### config.mk
export PLATFORM = sky130hd
export DESIGN_NAME = sha1_msg_loader
export DESIGN_NICKNAME = d
export VERILOG_FILES = /design/src/rtl/sha1_pkg.sv /design/src/rtl/sha1_byte_packer.sv /design/src/rtl/sha1_msg_loader.sv
export SDC_FILE = /design/constraint.sdc
export NUM_CORES = 1
export LEC_CHECK = 0
export ABC_AREA = 1
export BUFFER_PORTS_ARGS = -buffer_cell sky130_fd_sc_hd__buf_2
export CAP_MARGIN = 15
export CELL_PAD_IN_SITES_DETAIL_PLACEMENT = 1
export CELL_PAD_IN_SITES_GLOBAL_PLACEMENT = 1
export CORE_MARGIN = 3
export CORE_UTILIZATION = 39
export CTS_BUF_LIST = sky130_fd_sc_hd__clkbuf_4 sky130_fd_sc_hd__clkbuf_8 sky130_fd_sc_hd__clkbuf_16
export DETAILED_ROUTE_END_ITERATION = 10
export PLACE_DENSITY_LB_ADDON = 0.1
export SKIP_CTS_REPAIR_TIMING = 1
export SLEW_MARGIN = 20
export SYNTH_ARGS = -nofsm -noshare
export SYNTH_HDL_FRONTEND = slang
export SYNTH_HIERARCHICAL = 1
export SYNTH_SLANG_ARGS = --single-unit
### constraint.sdc
create_clock -name clk -period 2.3 [get_ports clk]
set_clock_uncertainty 0.2 [all_clocks]
set_input_delay 0.115 -clock clk [delete_from_list [all_inputs] [get_ports clk]]
set_output_delay 0.115 -clock clk [all_outputs]
set_load 0.01 [all_outputs]
### src/rtl/sha1_pkg.sv
// Shared definitions for the SHA-1 message loader: FSM encoding and padding constants.
package sha1_pkg;

    typedef enum logic [2:0] {
        ST_IDLE   = 3'd0,
        ST_LOAD   = 3'd1,
        ST_PAD    = 3'd2,
        ST_LEN_HI = 3'd3,
        ST_LEN_LO = 3'd4,
        ST_DONE   = 3'd5
    } state_e;

    // First padding byte appended after the message.
    localparam logic [7:0] PAD_BYTE = 8'h80;
    // Byte offset inside a 64-byte block where the 64-bit length begins.
    localparam logic [5:0] LEN_POS = 6'd56;
    localparam int WORDS_PER_BLOCK = 16;
    // Shift that turns a byte count into a block count.
    localparam int BLK_SHIFT = $clog2(WORDS_PER_BLOCK * 4);

endpackage

### src/rtl/sha1_byte_packer.sv
// Big-endian byte-to-word packer: holds the three leading bytes of a word and
// emits the full word in the same cycle its fourth byte arrives.
module sha1_byte_packer (
    input  logic        clk,
    input  logic        rst,
    input  logic        clr,
    input  logic        byte_valid,
    input  logic [7:0]  byte_in,
    output logic        word_valid,
    output logic [31:0] word
);

    // The fourth byte is never stored; it is combined directly into word.
    logic [23:0] shift_q, shift_d;
    logic [1:0]  lane_q, lane_d;

    // Next-state: clear on a new message, shift in accepted bytes, otherwise hold.
    always_comb begin
        shift_d = shift_q;
        lane_d  = lane_q;
        if (clr) begin
            shift_d = 24'h000000;
            lane_d  = 2'd0;
        end else if (byte_valid) begin
            shift_d = {shift_q[15:0], byte_in};
            lane_d  = lane_q + 2'd1;
        end else begin
            shift_d = shift_q;
            lane_d  = lane_q;
        end
    end

    // Packer state registers.
    always_ff @(posedge clk or posedge rst) begin
        if (rst) begin
            shift_q <= 24'h000000;
            lane_q  <= 2'd0;
        end else begin
            shift_q <= shift_d;
            lane_q  <= lane_d;
        end
    end

    assign word_valid = byte_valid && !clr && (lane_q == 2'd3);
    assign word       = {shift_q, byte_in};

endmodule

### src/rtl/sha1_msg_loader.sv
// SHA-1 message loader: packs an input byte stream into 32-bit words, appends
// SHA-1 padding and the bit length, and writes the result into message RAM.
module sha1_msg_loader
    import sha1_pkg::*;
#(
    parameter int ADDR_W = 7
) (
    input  logic              clk,
    input  logic              rst,
    input  logic              start,
    input  logic              in_valid,
    input  logic [7:0]        in_data,
    input  logic              in_last,
    output logic              in_ready,
    output logic [ADDR_W-1:0] ram_waddr,
    output logic              ram_we,
    output logic [31:0]       ram_din,
    output logic [ADDR_W-4:0] nblocks,
    output logic              done_o,
    output logic              err
);

    // Byte counter is wide enough to hold the full RAM capacity in bytes.
    localparam int NB_W      = ADDR_W + 3;
    // Accepting this many bytes without room for padding is an overflow.
    localparam int OVF_LIMIT = 2 ** (ADDR_W + 2) - 8;

    state_e            state_q, state_d;
    logic [NB_W-1:0]   nb_q, nb_d;
    logic [NB_W-1:0]   len_q, len_d;
    logic              pad_first_q, pad_first_d;
    logic              in_ready_q, in_ready_d;
    logic [ADDR_W-1:0] ram_waddr_q, ram_waddr_d;
    logic              ram_we_q, ram_we_d;
    logic [31:0]       ram_din_q, ram_din_d;
    logic [ADDR_W-4:0] nblocks_q, nblocks_d;
    logic              done_q, done_d;
    logic              err_q, err_d;

    logic              pk_clr_s, pk_valid_s, pk_word_valid_s;
    logic [7:0]        pk_byte_s;
    logic [31:0]       pk_word_s;
    logic [NB_W-1:0]   nb_inc_s, nb_p4_s;

    sha1_byte_packer u_packer (
        .clk        (clk),
        .rst        (rst),
        .clr        (pk_clr_s),
        .byte_valid (pk_valid_s),
        .byte_in    (pk_byte_s),
        .word_valid (pk_word_valid_s),
        .word       (pk_word_s)
    );

    assign nb_inc_s = nb_q + NB_W'(1);
    assign nb_p4_s  = nb_q + NB_W'(4);

    // FSM next-state and registered-output computation.
    always_comb begin
        state_d     = state_q;
        nb_d        = nb_q;
        len_d       = len_q;
        pad_first_d = pad_first_q;
        in_ready_d  = in_ready_q;
        ram_waddr_d = ram_waddr_q;
        ram_we_d    = 1'b0;
        ram_din_d   = ram_din_q;
        nblocks_d   = nblocks_q;
        done_d      = 1'b0;
        err_d       = err_q;
        pk_clr_s    = 1'b0;
        pk_valid_s  = 1'b0;
        pk_byte_s   = in_data;
        case (state_q)
            ST_IDLE, ST_DONE: begin
                if (start) begin
                    state_d     = ST_LOAD;
                    nb_d        = {NB_W{1'b0}};
                    err_d       = 1'b0;
                    nblocks_d   = {(ADDR_W-3){1'b0}};
                    ram_waddr_d = {ADDR_W{1'b0}};
                    in_ready_d  = 1'b1;
                    pk_clr_s    = 1'b1;
                end else begin
                    state_d = state_q;
                end
            end
            ST_LOAD: begin
                if (in_valid && in_ready_q) begin
                    pk_valid_s = 1'b1;
                    nb_d       = nb_inc_s;
                    if (nb_inc_s == NB_W'(OVF_LIMIT)) begin
                        // No room left for padding: abandon the message.
                        state_d    = ST_DONE;
                        err_d      = 1'b1;
                        done_d     = 1'b1;
                        nblocks_d  = {(ADDR_W-3){1'b0}};
                        in_ready_d = 1'b0;
                    end else begin
                        if (pk_word_valid_s) begin
                            ram_we_d    = 1'b1;
                            ram_waddr_d = nb_q[ADDR_W+1:2];
                            ram_din_d   = pk_word_s;
                        end else begin
                            ram_we_d = 1'b0;
                        end
                        if (in_last) begin
                            state_d     = ST_PAD;
                            in_ready_d  = 1'b0;
                            len_d       = nb_inc_s;
                            pad_first_d = 1'b1;
                        end else begin
                            state_d = ST_LOAD;
                        end
                    end
                end else begin
                    state_d = ST_LOAD;
                end
            end
            ST_PAD: begin
                pk_valid_s  = 1'b1;
                pk_byte_s   = pad_first_q ? PAD_BYTE : 8'h00;
                pad_first_d = 1'b0;
                nb_d        = nb_inc_s;
                if (pk_word_valid_s) begin
                    ram_we_d    = 1'b1;
                    ram_waddr_d = nb_q[ADDR_W+1:2];
                    ram_din_d   = pk_word_s;
                end else begin
                    ram_we_d = 1'b0;
                end
                if (nb_inc_s[5:0] == LEN_POS) begin
                    state_d = ST_LEN_HI;
                end else begin
                    state_d = ST_PAD;
                end
            end
            ST_LEN_HI: begin
                // Upper 32 bits of the bit length are always zero at this capacity.
                ram_we_d    = 1'b1;
                ram_waddr_d = nb_q[ADDR_W+1:2];
                ram_din_d   = 32'h00000000;
                nb_d        = nb_p4_s;
                state_d     = ST_LEN_LO;
            end
            ST_LEN_LO: begin
                ram_we_d    = 1'b1;
                ram_waddr_d = nb_q[ADDR_W+1:2];
                ram_din_d   = 32'({len_q, 3'b000});
                nb_d        = nb_p4_s;
                nblocks_d   = nb_p4_s[BLK_SHIFT +: (ADDR_W-3)];
                done_d      = 1'b1;
                state_d     = ST_DONE;
            end
            default: begin
                state_d    = ST_IDLE;
                in_ready_d = 1'b0;
            end
        endcase
    end

    // State and output registers.
    always_ff @(posedge clk or posedge rst) begin
        if (rst) begin
            state_q     <= ST_IDLE;
            nb_q        <= {NB_W{1'b0}};
            len_q       <= {NB_W{1'b0}};
            pad_first_q <= 1'b0;
            in_ready_q  <= 1'b0;
            ram_waddr_q <= {ADDR_W{1'b0}};
            ram_we_q    <= 1'b0;
            ram_din_q   <= 32'h00000000;
            nblocks_q   <= {(ADDR_W-3){1'b0}};
            done_q      <= 1'b0;
            err_q       <= 1'b0;
        end else begin
            state_q     <= state_d;
            nb_q        <= nb_d;
            len_q       <= len_d;
            pad_first_q <= pad_first_d;
            in_ready_q  <= in_ready_d;
            ram_waddr_q <= ram_waddr_d;
            ram_we_q    <= ram_we_d;
            ram_din_q   <= ram_din_d;
            nblocks_q   <= nblocks_d;
            done_q      <= done_d;
            err_q       <= err_d;
        end
    end

    assign in_ready  = in_ready_q;
    assign ram_waddr = ram_waddr_q;
    assign ram_we    = ram_we_q;
    assign ram_din   = ram_din_q;
    assign nblocks   = nblocks_q;
    assign done_o    = done_q;
    assign err       = err_q;

endmodule

# ---- Word-level counts from Yosys, hierarchy flattened
# Index checks and enable logic that the tools add are counted.
dict set report classes {
  addsub 3
  n_eq_ne 14
  n_mux 52
  n_bitwise 2
  reduce_logical 22
}
# op n
set op_table {}
lappend op_table {{32-bit case mux with 4 select lines} 1}
lappend op_table {{32-bit 2-to-1 mux} 3}
lappend op_table {{24-bit 2-to-1 mux} 2}
lappend op_table {{10-bit case mux with 4 select lines} 1}
lappend op_table {{7-bit 2-to-1 mux} 4}
lappend op_table {{7-bit case mux with 4 select lines} 1}
lappend op_table {{4-bit AND reduction} 6}
lappend op_table {{10-bit 2-to-1 mux} 2}
lappend op_table {{1-bit 2-to-1 mux} 19}
lappend op_table {{8-bit 2-to-1 mux} 2}
lappend op_table {{3-bit case mux with 5 select lines} 1}
lappend op_table {{4-bit 2-to-1 mux} 3}
lappend op_table {{4-bit case mux with 3 select lines} 1}
lappend op_table {{10-bit by 1-bit adder with 10-bit output, second input constant} 1}
lappend op_table {{10-bit by 3-bit adder with 10-bit output, second input constant} 1}
lappend op_table {{10-bit by 9-bit == test with 1-bit output, second input constant} 1}
lappend op_table {{2-bit != test, second input constant} 5}
lappend op_table {{3-bit 2-to-1 mux} 3}
lappend op_table {{1-bit case mux with 2 select lines} 4}
lappend op_table {{4-bit nonzero test} 2}
lappend op_table {{3-bit by 2-bit == test with 1-bit output, second input constant} 2}
lappend op_table {{3-bit == test, second input constant} 2}
lappend op_table {{6-bit == test, second input constant} 1}
lappend op_table {{2-bit 2-to-1 mux} 3}
lappend op_table {{other kinds (14)} 22}
dict set report word_totals {
  regBits 97
  input_bits 13
  output_inout_bits 47
  elab_cells 106
}

# ---- Depth between registers and ports, before layout
# Gate-level depths: netlist (run 1).
dict set report depth {
  ltp_word 10
  depth_mapped 16
  mapped_depth_nobuf 14
}

# ---- By module
# Netlist (run 1), hierarchy kept.
# mod n_inst cells_each area_each_um2 seq_area_each_um2
set modules_own_cells {}
lappend modules_own_cells {sha1_msg_loader 1 442 3687.3 1776.7}
lappend modules_own_cells {sha1_byte_packer 1 125 1131.1 650.6}

# ---- Worst setup path after synthesis (run 1)
# OpenSTA, ideal clock, no wires.
dict set report synth_path {
  path_type {register to register}
  from {reg state_q[2]}
  to {reg ram_din_q[0] (netlist: ram_din[0])}
  setup_time_ps 65
  arrival_time_ps 1923
  required_time_ps 2035
  setup_slack_ps 112
  stages_incl_launch_ff 17
  n_path_buf 2
  period_less_slack_ps 2188
  cell_sequence {dfrtp_1 -> inv_1 -> nand2_1 -> inv_1 -> nand2_1 -> inv_1 -> nand2_1 -> nand2_1 -> buf_6 -> and3_1 -> inv_1 -> nor2_1 -> nand2_4 -> nand2_4 -> buf_6 -> nand3_2 -> nand2_1}
}
dict set report synth_between {
  elab_cells_between_ends 21
  classes_between {7 x eq/ne; 7 x mux; 7 x reduce/logical}
}
# item line
set synth_lines {}
lappend synth_lines {{from (decl)} sha1_msg_loader.sv:28} ;# state_e state_q, state_d;
lappend synth_lines {{from (signal assigned)} sha1_msg_loader.sv:177} ;# state_q <= state_d;
lappend synth_lines {{3-bit by 2-bit == test with 1-bit output / 3-bit by 1-bit == test with 1-bit output (equally long branches)} sha1_msg_loader.sv:74} ;# case (state_q)
lappend synth_lines {{1-bit case mux with 2 select lines (*)} sha1_msg_loader.sv:74}
lappend synth_lines {{net pk_valid_s} sha1_msg_loader.sv:40} ;# logic pk_clr_s, pk_valid_s, pk_word_valid_s;
lappend synth_lines {{1-bit logical AND (*) (2 in a row)} sha1_byte_packer.sv:44} ;# assign word_valid = byte_valid && !clr && (lane_q == 2'd3);
lappend synth_lines {{net pk_word_valid_s} sha1_msg_loader.sv:40}
lappend synth_lines {{32-bit 2-to-1 mux (*)} {sha1_msg_loader.sv:100, sha1_msg_loader.sv:125}}
lappend synth_lines {{32-bit 2-to-1 mux} sha1_msg_loader.sv:92} ;# if (nb_inc_s == NB_W'(OVF_LIMIT)) begin
lappend synth_lines {{32-bit 2-to-1 mux} sha1_msg_loader.sv:89} ;# if (in_valid && in_ready_q) begin
lappend synth_lines {{32-bit case mux with 4 select lines (*)} sha1_msg_loader.sv:74}
lappend synth_lines {{to (signal assigned)} sha1_msg_loader.sv:184} ;# ram_din_q <= ram_din_d;
lappend synth_lines {{to (decl)} sha1_msg_loader.sv:35} ;# logic [31:0] ram_din_q, ram_din_d;
# The timed path passes the listed nets; every way through them passes the cells marked *. The select of a mux whose other input is x is not followed.
# A chain may end at the register's enable or synchronous reset.

# ---- Worst setup path in the final report (run 1)
dict set report layout_path {
  from {reg state_q[2]}
  to {reg ram_din_q[13] (netlist: ram_din[13])}
}
dict set report layout_between {
  elab_cells_between_ends 20
  classes_between {7 x eq/ne; 6 x mux; 7 x reduce/logical}
}
# item line
set layout_lines {}
lappend layout_lines {{3-bit by 2-bit == test with 1-bit output / 3-bit by 1-bit == test with 1-bit output (equally long branches)} sha1_msg_loader.sv:74}
lappend layout_lines {{1-bit case mux with 2 select lines (*)} sha1_msg_loader.sv:74}
lappend layout_lines {{net pk_valid_s} sha1_msg_loader.sv:40}
lappend layout_lines {{1-bit logical AND (*) (2 in a row)} sha1_byte_packer.sv:44}
lappend layout_lines {{net pk_word_valid_s} sha1_msg_loader.sv:40}
lappend layout_lines {{32-bit 2-to-1 mux (*)} n/a}
lappend layout_lines {{32-bit 2-to-1 mux (2 in a row)} n/a}
lappend layout_lines {{32-bit case mux with 4 select lines (*)} sha1_msg_loader.sv:74}
# Marked as above.

==> results.md, run 1 <==
* GP Congestion at 0.829
* Commonest non-fill, non-tap cell in the layout: nand2_1
* Initial core utilization at 41.0%
* DRT Pass-1 Iters at 5
* Die ar. at ~14000 sq um
* Reg2reg setup slack at 0.16 ns
* Hold EP: u_packer/shift_q[4]$_DFFE_PP0P_
* Syn Area/Cell at 8.50 sq um
* Max-slew violation count at 0
* Yosys reg bits at 97
* N_diodes at 0
* Highest clock rate at between 400 and 500 MHz
* Crit Path Max Fanout at 16
* CTS root buffer: clkbuf_16
* Commonest cells after routing, fill and taps aside: 183 x nand2_1, 96 x dfrtp_1, 77 x nand3_1
* Reg2Reg Launch Point: state_q[2]$_DFFE_PP0P_
* Clk pwr share at approximately a fifth
* Top Ports at 60
* Slowest-stage cell, CP: dfrtp_1
* Critical-path cell list: inv_1 -> nand2_1 -> inv_1 -> nand2_1 -> inv_1 -> nand2_2 -> nand2_2 -> and3_4 -> inv_1 -> nor2_4 -> nand2_8 -> clkbuf_16 -> nand3_1 -> nand2_1
* Hold Path Depth at 5
* Fin. Hold Viols at 3
* Internal at 4.10 mW
* Port bufs at 59
* Routed wire length at 13.6 mm
* Status: finished with violations
* Number of global-route vias before repair at ~4200
* Max Buffers Root-to-Sink at 2
* Sw Share at 41.9%
* Vias after detailed routing at 4074
* HPWL after DPL at 8.98 mm
* Nets at approximately 650
* Layout area overhead at 20.1%
* # H-tree levels at 3
* VDD IR max at 0.000495 V
* Worst Setup Slack, final at roughly 0.16 ns
* Netlist Area Pre-Place at just under 5000 sq um
* Skew-Pair Late Insertion Delay at 0.35 ns
* Failing checks: hold timing
* Tcrit/Tclk final at 93.1%
* Drc violations at 0
* CP required at about 2.3 ns
* Netlist cell types at 31
* Critical Path AT at 2.18 ns
* Tmin final at 2.14 ns
* Max_cap viols at 0
* GR Util All Layers at 20.3%
* Setup Viol. Count Final at 0
* Fin cells at 804
* Syn_nets at around 600
* Post-DRT Antenna Nets at 0
* CTS tree: yes
* Pin count of the biggest net entering global routing at 72
* Synth warn at 6
* Num CTS Buffers at 9
* Slew HR at between 60 and 70%
* CTS sink count at slightly below 100
* Row count at 39
* Critical Path Source Type: flip-flop
* Starting DRC count in detailed routing at 143
* Switching power total at 2.95 mW
* Reg2reg end: ram_din[13]$_DFFE_PP0P_
* Die Y at 117 um
* FF-to-FF path depth at 14
* Leakage at 3.05 nW
* Initial antenna violation count at 0
* Hold WC Path Type: in -> reg
* Most used cell, CP: inv_1
* Grt total ovfl at 0
* Core ar. at 11800 sq um
* Sequential area share after synthesis at roughly half
* Crit path kind: reg -> reg
* Combinational share of power at 41.8%
* Post-synthesis cell count at 567
* Clk pin slew, worst setup/hold paths at 0.07 ns
* Share of cells above drive strength 1 at a little under a quarter
* PD cells at 1220 nW/um^2
* DR vias/cell at 5.07
* Sequential Power Share at between 30 and 40%
* Inst Count DP at 776
* Wire length per cell at about 17 um
* Slew @ Worst Pin at 0.571 ns
* Critical path capture point type: flip-flop
* Worst slack, placed at ~0.011 ns
* Chip Width at 117 um
* Hold slack at -0.0459 ns
* First-pass GRT wire length at ~22 mm
* Hold_sp: in_data[4]
* Crit-path max cell delay at around 0.38 ns
-- worst max-delay path, delay by kind of cell, from the launching register on --
family                 cells  cell delay [ns]
flip-flops                 1             0.38
buffers and inverters      5             0.51
AND/OR/NAND/NOR            9             0.92
-- power groups by stage --
| stage | logic, mW | clock network (mW) | registers [mW] |
|---|---|---|---|
| 4_1_cts | 2.77 | 1.54 | 2.59 |
| 6_report | 2.95 | 1.51 | 2.59 |
| 2_1_floorplan | 1.82 | 0 | 2.66 |
| 3_3_place_gp | 2.68 | 0 | 2.59 |
| 3_5_place_dp | 2.75 | 0 | 2.62 |
| 5_1_grt | 3.31 | 1.62 | 2.65 |
-- worst max-delay path by stage --
stage	from	endpoint	slack, ns	cells past startpoint
finish	state_q[2]$_DFFE_PP0P_	ram_din[13]$_DFFE_PP0P_	0.16	14
global route	state_q[2]$_DFFE_PP0P_	ram_din[15]$_DFFE_PP0P_	-0.02	14
global placement	state_q[2]$_DFFE_PP0P_	ram_din[23]$_DFFE_PP0P_	0.13	14
floorplan	state_q[2]$_DFFE_PP0P_	ram_din[0]$_DFFE_PP0P_	0.11	16
detailed placement	nb_q[2]$_DFFE_PP0P_	ram_din[31]$_DFFE_PP0P_	0.01	11
CTS	state_q[2]$_DFFE_PP0P_	ram_din[16]$_DFFE_PP0P_	-0.02	14
-- cell families (layout without fill, tap and decap cells) --
group                      after synthesis  after routing  synth area share (%)
xor gates and xnor gates                 7              7                  1.27
buffers and inverters                   80            151                  8.72
DFF                                     97             97                  50.4
adders and majority gates                3              3                 0.779
AOI/OAI and AO/OA                       54             54                  6.70
and+or+nand+nor                        326            328                  32.1
-- layer usage --
metal	track usage, %	up-vias	part of all wire (%)
li1	-	1971	-
met1	28.4	2018	49
met2	31.9	69	46
met3	3.44	16	3.2
met4	7.42	0	1.6
met5	0	-	0
-- layout make-up --
cell class / instances / area, sq um
Clock inverter: 1 / 8.76
Fill cell: 1409 / 5970
Inverter: 44 / 169
Timing Repair Buffer: 92 / 638
Multi-Input combinational cell: 392 / 2050
Sequential cell: 97 / 2430
Clock buffer: 14 / 288
Tap cell: 164 / 205
-- synth_stat cells (all sizes together) --
library cell | number | area [sq um]
a21oi | 3 | 22.5
ha | 3 | 37.5
nand4 | 3 | 18.8
inv | 42 | 158
nor4 | 1 | 6.26
clkinv | 2 | 7.51
nor2 | 25 | 131
and3 | 1 | 6.26
xor2 | 6 | 52.6
nor3 | 1 | 5.00
nand2 | 192 | 753
o22ai | 6 | 37.5
buf | 32 | 239
xnor2 | 1 | 8.76
clkbuf | 4 | 16.3
dfrtp | 97 | 2430
a22o | 10 | 87.6
or2 | 4 | 25.0
o21ai | 35 | 175
nand3b | 1 | 7.51
nand3 | 98 | 596
-- state kept, by name (all words and copies together) (netlist names) --
register and flops:
pad_first_q 1, len_q 10, nb_q 10, err 1
nblocks 4, u_packer/lane_q 2, done_o 1, ram_we 1
state_q 3, ram_din 32, u_packer/shift_q 24, ram_waddr 7
in_ready 1
-- through the flow --
step,power (mW),setup TNS (ns),area (sq um),utilization (%),hold slack (ns)
global placement,5.27,0,5270,44.8,0.00916
floorplan,4.48,0,4820,-,-0.0450
finish,7.05,0,5790,49.2,-0.0459
global route,7.59,-0.157,5790,49.2,0.00214
detailed placement,5.37,0,5270,44.8,0.0102
CTS,6.90,-0.0831,5570,47.4,-0.358
(Power assumes the default switching activity.)
==> run 2: changes to the inputs <==
CORE_MARGIN = 4   (was 3)
PLACE_DENSITY = 0.82   (was not set)
PLACE_DENSITY_LB_ADDON = not set   (was 0.1)
==> run 2 against run 1 <==
The flow still finishes with violations (hold timing). Flip-flop and latch count unchanged. Total power increased by 2.6%. Fmax shrank 1.9%. Critical endpoint is now ram_din[12]$_DFFE_PP0P_. Largest power group unchanged. Critical path depth decreased by 1. Highest routed layer unchanged. Clock power up 9%. Cell area rose by 0.52%.
==> results.md, run 2 (synthesis results as in run 1) <==
* Status: finished with violations (unchanged)
* Failing checks: hold timing (unchanged)
* Max_cap viols at 0 (unchanged)
* Critical Path Source Type: flip-flop (unchanged)
* Worst Setup Slack, final at 0.116 ns (was 0.158 ns)
* Setup Viol. Count Final at 0 (unchanged)
* Fillers at 1453 (was 1409)
* Reg2Reg Launch Point: nb_q[1]$_DFFE_PP0P_ (was state_q[2]$_DFFE_PP0P_)
* Critical path capture point type: flip-flop (unchanged)
* Most used cell, CP: nand2_1 (was inv_1)
* CTS root buffer: clkbuf_16 (unchanged)
* CTS sink count at 97 (unchanged)
* Slew @ Worst Pin at 0.599 ns (was 0.571 ns)
* Row count at 40 (was 39)
* Fin. Hold Viols at 2 (was 3)
* Area of the multi-input gates at 2020 sq um (was 2050 sq um)
* Commonest non-fill, non-tap cell in the layout: nand2_1 (unchanged)
* Nets at 658 (was 652)
* Die ar. at 14200 sq um (was 13700 sq um)
* Critical Path AT at 2.21 ns (was 2.18 ns)
* Hold slack at -0.0142 ns (was -0.0459 ns)
* Setup crit end: ram_din[12]$_DFFE_PP0P_ (was ram_din[13]$_DFFE_PP0P_)
* Layout area overhead at 20.7% (was 20.1%)
* Number of global-route vias before repair at 4382 (was 4161)
* VDD IR max at 0.000434 V (was 0.000495 V)
* Top Ports at 60 (unchanged)
* Starting DRC count in detailed routing at 206 (was 143)
* Largest register FFs at 32 (unchanged)
* N_diodes at 0 (unchanged)
* FF-to-FF path depth at 13 (was 14)
* Slew HR at 60.0% (was 61.9%)
* Reg2reg setup slack at 0.12 ns (was 0.16 ns)
* Port bufs at 59 (unchanged)
* Skew-Pair Late Insertion Delay at 0.35 ns (about the same)
* Stages on worst setup path at 13 (was 14)
* PD cells at 1240 nW/um^2 (was 1220 nW/um^2)
* CP required at 2.33 ns (was 2.34 ns)
* Wire length per cell at 16.6 um (was 16.9 um)
* Drc violations at 0 (unchanged)
* Inst Count DP at 784 (was 776)
* Vias after detailed routing at 4161 (was 4074)
* Initial antenna violation count at 0 (unchanged)
* Sequential Area at 2430 sq um (unchanged)
* # H-tree levels at 3 (unchanged)
* GR Util All Layers at 19.0% (was 20.3%)
* First-pass GRT wire length at 21.9 mm (was 21.5 mm)
* Leakage at 3.05 nW (about the same)
* Max Buffers Root-to-Sink at 2 (unchanged)
* Hold WC Path Type: in -> reg (unchanged)
* HPWL after DPL at 9.34 mm (was 8.98 mm)
* CP Buf/Inv Count at 2 (was 5)
* Reg2reg end: ram_din[12]$_DFFE_PP0P_ (was ram_din[13]$_DFFE_PP0P_)
* Num CTS Buffers at 9 (unchanged)
* DRT Pass-1 Iters at 4 (was 5)
* Post-DRT Antenna Nets at 0 (unchanged)
* Critical-path cell list: ha_1 -> nand2_1 -> inv_1 -> nand3_1 -> a21oi_2 -> nand2_2 -> nor2_4 -> nand2_4 -> nand2_4 -> nand2_8 -> buf_12 -> nand2_1 -> nand2_1 (was inv_1 -> nand2_1 -> inv_1 -> nand2_1 -> inv_1 -> nand2_2 -> nand2_2 -> and3_4 -> inv_1 -> nor2_4 -> nand2_8 -> clkbuf_16 -> nand3_1 -> nand2_1)
* Final core utilization at 48.2% (was 49.2%)
* Pin count of the biggest net entering global routing at 49 (was 72)
* Largest delay contributor family on the critical path: simple AND/OR/NAND/NOR gates (unchanged)
* Share of cells above drive strength 1 at 24.4% (was 23.8%)
* Initial core utilization at 39.9% (was 41.0%)
* Tcrit/Tclk final at 94.9% (was 93.1%)
* Grt total ovfl at 0 (unchanged)
* Max-slew violation count at 0 (unchanged)
* Tmin final at 2.18 ns (was 2.14 ns)
* Die Y at 119 um (was 117 um)
* Clk pin slew, worst setup/hold paths at 0.07 ns (about the same)
* Crit path kind: reg -> reg (unchanged)
* Worst slack, placed at 0.0928 ns (was 0.0110 ns)
* Slowest-stage cell, CP: dfrtp_1 (unchanged)
* Fin cells at 815 (was 804)
* CTS tree: yes (unchanged)
* Placed Area at 5310 sq um (was 5270 sq um)
* Chip Width at 119 um (was 117 um)
* Crit. Startpoint: nb_q[1]$_DFFE_PP0P_ (was state_q[2]$_DFFE_PP0P_)
* Pwr Total at 7.23 mW (was 7.05 mW)
* Crit Path Max Fanout at 14 (was 16)
* Highest clock rate at 458 MHz (was 467 MHz)
* Routed wire length at 13.6 mm (about the same)
* Crit-path max cell delay at 0.40 ns (was 0.38 ns)
* GP Congestion at 0.855 (was 0.829)
* Core ar. at 12100 sq um (was 11800 sq um)
* Commonest cells after routing, fill and taps aside: 183 x nand2_1, 96 x dfrtp_1, 77 x nand3_1 (unchanged)
* Design area at 5820 sq um (was 5790 sq um)
* DR vias/cell at 5.11 (was 5.07)
==> run 2: power breakdown <==
group          switching [mW]  internal (mW)  leakage (nW)  total, mW
logic                    1.95           1.05          1.59       3.01
clock network           0.670          0.969         0.152       1.64
registers               0.358           2.23          1.31       2.59
total                    2.98           4.25          3.05       7.23
==> run 2: worst min-delay path by stage <==
stage,startpoint,end,depth (start not counted)
floorplan,rst,u_packer/lane_q[0]$_DFFE_PP0P_,1
global placement,rst,ram_din[21]$_DFFE_PP0P_,2
detailed placement,rst,ram_din[21]$_DFFE_PP0P_,2
CTS,rst,ram_din[21]$_DFFE_PP0P_,2
global route,in_data[6],u_packer/shift_q[6]$_DFFE_PP0P_,5
finish,in_last,in_ready$_DFFE_PP0P_,6
==> run 2: through the flow <==
stage,hold WS (ns),setup TNS [ns]
finish,-0.0142,0
global route,0.0163,-0.000303
CTS,-0.356,0
global placement,0.00789,0
floorplan,-0.0450,0
detailed placement,0.0169,0
==> run 2: tightest hold or removal path, cell delays in order <==
cell	delay [ns]
buf_2	0.10
nor2_1	0.05
nand2_1	0.06
nand2_1	0.05
nand2_1	0.05
o21ai_0	0.07
==> run 2: final cells by class <==
class,count,area share [%]
Inverter,44,2.90
Timing Repair Buffer,99,11.4
Multi-Input combinational cell,391,34.8
Clock inverter,6,1.59
Tap cell,168,3.61
Clock buffer,10,4.00
Sequential cell,97,41.8
==> run 2: layer usage <==
metal / routed length (um) / track usage [%] / up-vias
li1: - / - / 1970
met5: 0 / 0 / -
met2: 7000 / 32.6 / 74
met3: 521 / 3.85 / 15
met1: 5820 / 24.2 / 2102
met4: 208 / 5.79 / 0
==> run 3: changes to the inputs <==
CORE_UTILIZATION = 40   (was 39)
PLACE_DENSITY = 0.81   (was 0.82)
clock period = 2.7 ns   (was 2.3 ns; I/O delays follow)
==> run 3 against run 2 <==
Critical path type unchanged. Routed wire length fell by 2.9%. Count of clock-buffer cells in the layout did not move. Largest cell class unchanged. First-iteration DRC count fell by 32%. The run still ends with hold timing left.
==> results.md, run 3 (synthesis results as in run 1) <==
* Post-DRT Antenna Nets at 0 (unchanged)
* Share of cells above drive strength 1 at 21.0% (was 24.4%)
* Hold WC Path Type: in -> reg (unchanged)
* Fillers at 1429 (was 1453)
* Setup crit end: ram_din[19]$_DFFE_PP0P_ (was ram_din[12]$_DFFE_PP0P_)
* Tcrit/Tclk final at 90.3% (was 94.9%)
* Die Y at 118 um (was 119 um)
* Fin. Hold Viols at 1 (was 2)
* Critical path capture point type: flip-flop (unchanged)
* Highest clock rate at 410 MHz (was 458 MHz)
* Fin Setup TNS at 0 ns (unchanged)
* Skew-Pair Late Insertion Delay at 0.36 ns (was 0.35 ns)
* Pin count of the biggest net entering global routing at 72 (was 49)
* Pwr Total at 5.69 mW (was 7.23 mW)
* Commonest non-fill, non-tap cell in the layout: nand2_1 (unchanged)
* Tmin final at 2.44 ns (was 2.18 ns)
* CTS tree: yes (unchanged)
* Sequential Area at 2430 sq um (unchanged)
* N_diodes at 0 (unchanged)
* # H-tree levels at 3 (unchanged)
* Vias after detailed routing at 3984 (was 4161)
* Crit. Startpoint: nb_q[3]$_DFFE_PP0P_ (was nb_q[1]$_DFFE_PP0P_)
* CTS root buffer: clkbuf_16 (unchanged)
* DRT Pass-1 Iters at 4 (unchanged)
* Reg2Reg Launch Point: nb_q[3]$_DFFE_PP0P_ (was nb_q[1]$_DFFE_PP0P_)
* CP required at 2.79 ns (was 2.33 ns)
* Setup Viol. Count Final at 0 (unchanged)
* Drc violations at 0 (unchanged)
* Failing checks: hold timing (unchanged)
* Critical Path AT at 2.53 ns (was 2.21 ns)
* RSZ-0062 raised after global routing: false
* Max Buffers Root-to-Sink at 2 (unchanged)
* Slew @ Worst Pin at 0.940 ns (was 0.599 ns)
* FF-to-FF path depth at 10 (was 13)
* VDD IR max at 0.000469 V (was 0.000434 V)
* Routed wire length at 13.2 mm (was 13.6 mm)
* GR Util All Layers at 19.8% (was 19.0%)
* Initial antenna violation count at 0 (unchanged)
* First-pass GRT wire length at 22.1 mm (was 21.9 mm)
* Leakage at 2.91 nW (was 3.05 nW)
* Area of the multi-input gates at 1980 sq um (was 2020 sq um)
* Crit path kind: reg -> reg (unchanged)
* Clk pin slew, worst setup/hold paths at 0.07 ns (about the same)
* Die ar. at 13900 sq um (was 14200 sq um)
* Grt total ovfl at 0 (unchanged)
* Max_cap viols at 0 (unchanged)
* Largest register FFs at 32 (unchanged)
* Hold slack at -0.000825 ns (was -0.0142 ns)
* Reg2reg end: ram_din[19]$_DFFE_PP0P_ (was ram_din[12]$_DFFE_PP0P_)
* PD cells at 1040 nW/um^2 (was 1240 nW/um^2)
* Chip Width at 118 um (was 119 um)
* Num CTS Buffers at 9 (unchanged)
* Top Ports at 60 (unchanged)
* Row count at 39 (was 40)
* Reg2reg setup slack at 0.26 ns (was 0.12 ns)
* GP Congestion at 0.811 (was 0.855)
* Commonest cells after routing, fill and taps aside: 185 x nand2_1, 96 x dfrtp_1, 77 x nand3_1 (was 183 x nand2_1, 96 x dfrtp_1, 77 x nand3_1)
* Slew HR at 37.3% (was 60.0%)
* Port bufs at 59 (unchanged)
* Max-slew violation count at 0 (unchanged)
* Status: finished with violations (unchanged)
* Initial core utilization at 41.5% (was 39.9%)
* HPWL after DPL at 9.13 mm (was 9.34 mm)
* Starting DRC count in detailed routing at 141 (was 206)
* Nets at 634 (was 658)
* Crit Path Max Fanout at 32 (was 14)
* CTS sink count at 97 (unchanged)
* Wire length per cell at 17.2 um (was 16.6 um)
* Critical Path Source Type: flip-flop (unchanged)
* DR vias/cell at 5.20 (was 5.11)
* Number of global-route vias before repair at 4247 (was 4382)
* Hold Path Depth at 5 (was 6)
* Core ar. at 11600 sq um (was 12100 sq um)
* Layout area overhead at 14.0% (was 20.7%)
[run 3: changes by cell type in the layout (fill, tap and decap cells not counted), sizes merged]
cell / change
inv: +2
buf: -22
nor2: -1
clkinv: +1
bufinv: -2
clkinvlp: -1
dlygate4sd3: -1
[run 3: worst min-delay path by stage]
| stage | start | to | slack (ns) |
|---|---|---|---|
| floorplan | rst | u_packer/lane_q[0]$_DFFE_PP0P_ | -0.02 |
| global placement | rst | u_packer/shift_q[22]$_DFFE_PP0P_ | 0.24 |
| detailed placement | rst | u_packer/shift_q[18]$_DFFE_PP0P_ | 0.26 |
| CTS | rst | u_packer/shift_q[18]$_DFFE_PP0P_ | -0.13 |
| global route | in_data[4] | u_packer/shift_q[4]$_DFFE_PP0P_ | 0.01 |
| finish | in_data[4] | u_packer/shift_q[4]$_DFFE_PP0P_ | -0.0008 |
[run 3: through the flow]
step                cells  worst slack [ns]  instance area [sq um]  utilization (%)
global route          766            0.0164                   5490             47.3
global placement      743             0.273                   5130             44.2
floorplan             567             0.512                   4820                -
CTS                   759             0.160                   5410             46.6
detailed placement    743             0.203                   5130             44.2
finish                766             0.263                   5490             47.3
[run 3: routing by layer]
layer / wire [um] / share of wire [%] / global-route usage [%] / vias up
li1: - / - / - / 1918
met1: 5990 / 46 / 25.5 / 1987
met2: 6530 / 50 / 33.5 / 67
met3: 415 / 3.2 / 3.12 / 12
met4: 219 / 1.7 / 7.99 / 0
met5: 0 / 0 / 0 / -
[run 3: worst max-delay path, cell delays in order (launching register included)]
cell,delay (ns)
dfrtp_1,0.48
ha_1,0.28
nand2_1,0.14
o21ai_1,0.19
nand3_1,0.15
nor2_4,0.19
nand2_4,0.09
nand2_4,0.08
buf_4,0.32
nand3_1,0.14
nand2_1,0.11
[run 3: report_power, final]
| part | switching [mW] | internal (mW) |
|---|---|---|
| clock network | 0.580 | 0.652 |
| logic | 1.53 | 0.684 |
| registers | 0.345 | 1.90 |
| total | 2.45 | 3.23 |
[run 3: final cells by class]
type / instances / area share (%)
Multi-Input combinational cell: 390 / 36.1
Clock buffer: 10 / 4.35
Sequential cell: 97 / 44.2
Clock inverter: 6 / 0.775
Inverter: 44 / 3.01
Tap cell: 143 / 3.26
Timing Repair Buffer: 76 / 8.32
